File: src/rtl/btn_cmd_conditioner.sv
// ============================================================================
// Module      : btn_cmd_conditioner
// Description : Synchronizes and debounces three raw buttons, turns press edges
//               into prioritized commands held in a one-entry output register.
// Revision    : 1.0 - initial release
// ============================================================================
`default_nettype none

module btn_cmd_conditioner #(
  parameter int DB_CYCLES = 8,
  parameter int CNT_W     = 8
) (
  input  logic       clk,
  input  logic       rst_n,
  input  logic [2:0] btn_raw,
  input  logic       cmd_ready,
  input  logic       clr_ovf,
  output logic [2:0] cmd,
  output logic       cmd_valid,
  output logic       ovf,
  output logic [2:0] db_level
);

  localparam logic [CNT_W-1:0] c_CNT_LAST = CNT_W'(DB_CYCLES - 1);

  logic [2:0] r_sync1;
  logic [2:0] r_sync2;
  logic [2:0] w_db;
  logic [2:0] r_db_q;
  logic [2:0] r_cmd;
  logic       r_cmd_valid;
  logic       r_ovf;

  logic [2:0] w_press;
  logic       w_any_press;
  logic       w_multi_press;
  logic [2:0] w_enc;
  logic       w_load;
  logic       w_set_ovf;

  always_ff @(posedge clk or negedge rst_n) begin
    if (!rst_n) begin
      r_sync1 <= 3'b000;
      r_sync2 <= 3'b000;
    end else begin
      r_sync1 <= btn_raw;
      r_sync2 <= r_sync1;
    end
  end

  // Any sample matching the current level restarts the count, so only an
  // unbroken run of DB_CYCLES differing samples flips the debounced level.
  for (genvar i = 0; i < 3; i++) begin : g_db
    logic [CNT_W-1:0] r_cnt;
    logic             r_db;

    always_ff @(posedge clk or negedge rst_n) begin
      if (!rst_n) begin
        r_cnt <= '0;
        r_db  <= 1'b0;
      end else if (r_sync2[i] == r_db) begin
        r_cnt <= '0;
      end else if (r_cnt == c_CNT_LAST) begin
        r_db  <= r_sync2[i];
        r_cnt <= '0;
      end else begin
        r_cnt <= r_cnt + CNT_W'(1);
      end
    end

    assign w_db[i] = r_db;
  end

  always_ff @(posedge clk or negedge rst_n) begin
    if (!rst_n) begin
      r_db_q <= 3'b000;
    end else begin
      r_db_q <= w_db;
    end
  end

  always_comb begin
    w_press       = w_db & ~r_db_q;
    w_any_press   = |w_press;
    w_multi_press = (w_press & (w_press - 3'd1)) != 3'd0;
    w_enc         = 3'd0;
    if (w_press[2]) begin
      w_enc = 3'd3;
    end else if (w_press[1]) begin
      w_enc = 3'd2;
    end else if (w_press[0]) begin
      w_enc = 3'd1;
    end
    // A press can only enter when the slot is empty or draining this edge.
    w_load    = w_any_press && (!r_cmd_valid || cmd_ready);
    w_set_ovf = w_multi_press || (w_any_press && r_cmd_valid && !cmd_ready);
  end

  always_ff @(posedge clk or negedge rst_n) begin
    if (!rst_n) begin
      r_cmd       <= 3'd0;
      r_cmd_valid <= 1'b0;
      r_ovf       <= 1'b0;
    end else begin
      if (w_load) begin
        r_cmd       <= w_enc;
        r_cmd_valid <= 1'b1;
      end else if (r_cmd_valid && cmd_ready) begin
        r_cmd_valid <= 1'b0;
      end

      if (w_set_ovf) begin
        r_ovf <= 1'b1;
      end else if (clr_ovf) begin
        r_ovf <= 1'b0;
      end
    end
  end

  assign cmd       = r_cmd;
  assign cmd_valid = r_cmd_valid;
  assign ovf       = r_ovf;
  assign db_level  = w_db;

endmodule

`default_nettype wire

File: config.mk
export PLATFORM = sky130hd
export DESIGN_NAME = btn_cmd_conditioner
export DESIGN_NICKNAME = d
export VERILOG_FILES = /design/src/rtl/btn_cmd_conditioner.sv
export SDC_FILE = /design/constraint.sdc
export NUM_CORES = 1
export LEC_CHECK = 0
export BUFFER_PORTS_ARGS = -buffer_cell sky130_fd_sc_hd__buf_2
export CAP_MARGIN = 20
export CORE_MARGIN = 1
export CORE_UTILIZATION = 57
export DETAILED_ROUTE_END_ITERATION = 8
export PLACE_DENSITY = 0.77
export REMOVE_ABC_BUFFERS = 1
export SLEW_MARGIN = 20
export SYNTH_ARGS = -nofsm -noshare
export SYNTH_HDL_FRONTEND = slang
export SYNTH_SLANG_ARGS = --single-unit
export TNS_END_PERCENT = 100
File: constraint.sdc
create_clock -name clk -period 2.1 [get_ports clk]
set_input_delay 0.42 -clock clk [delete_from_list [all_inputs] [get_ports clk]]
set_output_delay 0.42 -clock clk [all_outputs]
set_load 0.02 [all_outputs]
==> flow_metrics.env <==
export IMPL_end_kind="register"
export IMPL_synth_top_area_share=0.5793
export IMPL_cts_sinks=40
export IMPL_fill_cells=217
export IMPL_setup_violations=0
export IMPL_cp_start_kind="register"
export IMPL_port_buffers=13
export IMPL_synthCells=154
export IMPL_dieHeight_um=57.06
export IMPL_num_vias=1164
export IMPL_timing_final_crit_share=0.7617
export IMPL_initial_core_util=0.6160
export IMPL_leakagePower_nw=0.8614
export IMPL_synth_cell_types=28
export IMPL_hold_class="input pin to asynchronous set/reset pin"
export IMPL_fmax_ghz=0.6251
export IMPL_synth_largest_area_cell="dfrtp_1"
export IMPL_grt_pass1_wl_um=4685
export IMPL_cts_path_max_buffers=2
export IMPL_dieWidth_um=57.06
export IMPL_place_congestion=0.7827
export IMPL_r2r_cells=3
export IMPL_clkTransAtPathRegs_ns=0.11
export IMPL_postCtsSetupBuffers=0
export IMPL_cts_hold_buf=0
export IMPL_r2r_end="g_db[1].r_db"
export IMPL_cts_root_buf="clkbuf_4"
export IMPL_cp_max_fo=6
export IMPL_viasPerCell=5.734
export IMPL_reg2reg_from="g_db[1].r_cnt[3]"
export IMPL_post_drt_wl_per_cell_um=13.49
export IMPL_drive_above_1_share=0.1628
export IMPL_outcome="finished with violations"
export IMPL_dr_pass1_iters=6
export IMPL_place_hpwl_um=1914
export IMPL_ant_nets=0
export IMPL_max_cap_viol_count=0
export IMPL_cts_buffers=5
export IMPL_routed_wl_um=2739
export IMPL_antenna_found_initial=0
export IMPL_cts_repair_resized=0
export IMPL_cts_tree="built"
export IMPL_use_met1=0.2360
export IMPL_yosysWarnings=0
export IMPL_period_minus_slack_ns=1.600
export IMPL_rows=19
export IMPL_netlist_area_mm2=0.001728
export IMPL_globalRouteMet2Util=0.3126
export IMPL_powerDensity_mw_per_mm2=1129
export IMPL_area_delta_synth_final_pct=9.124
export IMPL_grt_max_degree=41
export IMPL_crit_type="register to register"
export IMPL_ys_seq_area_frac=0.5793
export IMPL_h_tree_depth=2
export IMPL_nNetsFinal=181
export IMPL_violations="design-rule violations"
export IMPL_drc_errors=2
export IMPL_fin_worst_skew_ns=0.003945
export IMPL_core_mm2=0.002805
export IMPL_insertion_delay_ns=0.36
export IMPL_avgSynthCellArea_um2=11.22
export IMPL_grt_usage=0.1995
export IMPL_antenna_diode_count=0
export IMPL_die_area_mm2=0.003256
export IMPL_top_level_ports=15
export IMPL_drv_slew=0
export IMPL_top_usage_layer="met2"
export IMPL_gr_total_overflow=0
export IMPL_grt_pass1_vias=1117
export IMPL_power_mw=2.128
export IMPL_synth_area_leaders="dfrtp_1 58%, nor2_1 4.1%, xor2_1 3.5%"
export IMPL_rsz0062_at_grt="false"
export IMPL_fin_setup_tns_ns=0
export IMPL_drt_initial_drc_count=22
export IMPL_hold_violations=0
export IMPL_arrival_ns=1.85
export IMPL_ys_seq_elements=40
export IMPL_grt_util_met3=0.04989
export IMPL_ir_worst_vdd_mv=0.6375
export IMPL_r2r_slack_ns=0.50
export IMPL_critPathRequiredTime_ns=2.36
final cells by class:
type / instances / area, µm² / share of cell area
multi-input combinational: 106 / 681.9 / 0.3616
timing repair buffer: 14 / 72.57 / 0.03849
clock buffer: 6 / 41.29 / 0.02190
clock inverter: 2 / 35.03 / 0.01858
sequential: 40 / 1001 / 0.5309
tap: 31 / 38.79 / 0.02057
inverter: 4 / 15.01 / 0.007963
per-layer routing:
layer	vias up	part of all wire
li1	568	-
met1	566	0.45
met2	22	0.47
met3	8	0.045
met4	0	0.028
met5	-	0
metrics by stage:
stage / util / cell area (µm²) / instances / hold WS [ns] / setup WS [ns]
after global routing: 0.6722 / 1886 / 203 / 0.1227 / 0.4749
after global placement: 0.6450 / 1809 / 195 / 0.3326 / 0.5632
final: 0.6722 / 1886 / 203 / 0.08502 / 0.5004
after CTS: 0.6722 / 1886 / 203 / 0.09216 / 0.4901
after detailed placement: 0.6450 / 1809 / 195 / 0.3347 / 0.5012
after floorplan: - / 1698 / 150 / 0.1244 / 0.5805
report_power, final:
| group | internal (mW) | total [mW] | switching (mW) |
|---|---|---|---|
| registers | 0.928 | 1.05 | 0.117 |
| logic | 0.245 | 0.581 | 0.336 |
| clock network | 0.249 | 0.502 | 0.252 |
logic make-up after synthesis:
logic type                 share of synthesized area
AOI/OAI and AO/OA                             0.1035
other                                       0.002170
buffers and inverters                        0.02607
DFF                                           0.5793
xor gates and xnor gates                     0.06589
adders and majority gates                    0.02173
and+or+nand+nor                               0.1818
muxes                                        0.01955
critical path, stage by stage, from the launching register on:
cell and delay (ns):
dfrtp_1 0.47, or4_4 0.56, nor3_2 0.14, mux2_1 0.33
flip-flops by register name, indices dropped and copies added (netlist names):
name,count
r_sync2,3
r_db_q,3
cmd_valid,1
r_sync1,3
ovf,1
g_db.r_cnt,24
cmd,2
g_db.r_db,3
Yosys cell counts:
cell	instances
o22ai_1	1
nand2b_1	1
a211oi_1	2
inv_1	4
nor3_2	1
nand3b_1	2
nor2_1	19
xor2_1	7
nand2_1	7
o21bai_2	2
xnor2_1	6
a21oi_1	9
conb_1	1
nor2b_1	4
o21bai_1	1
mux2_1	3
ha_1	3
o2bb2ai_1	1
or3_1	9
o21ai_0	9
or4_4	3
o31ai_4	1
nand4_1	3
dfrtp_1	40
buf_4	4
and2_1	1
a22oi_1	1
nand3_1	9
cells in the final DEF (no fill, tap or decap), types with 2 or more instances in the layout:
cell type / instances
dfrtp_1: 40
nor2_1: 19
buf_2: 13
nand3_1: 9
o21ai_0: 9
or3_1: 9
a21oi_1: 9
nand2_1: 7
xor2_1: 7
xnor2_1: 6
clkbuf_4: 5
inv_1: 4
nor2b_1: 4
or4_4: 3
nand4_1: 3
mux2_1: 3
ha_1: 3
nand3b_1: 2
o21bai_2: 2
a211oi_1: 2
worst max-delay path by stage:
stage	from	to	slack, ns	cells past startpoint
final	g_db[1].r_cnt[3]	g_db[1].r_db	0.50	3
after global routing	g_db[0].r_cnt[4]	g_db[0].r_db	0.47	3
after CTS	g_db[1].r_cnt[3]	g_db[1].r_db	0.49	3
after detailed placement	g_db[1].r_cnt[3]	g_db[1].r_db	0.50	3
after global placement	g_db[1].r_cnt[3]	g_db[1].r_db	0.56	3
after floorplan	g_db[1].r_cnt[3]	g_db[1].r_db	0.58	3
Power figures use the tool's default switching activity.
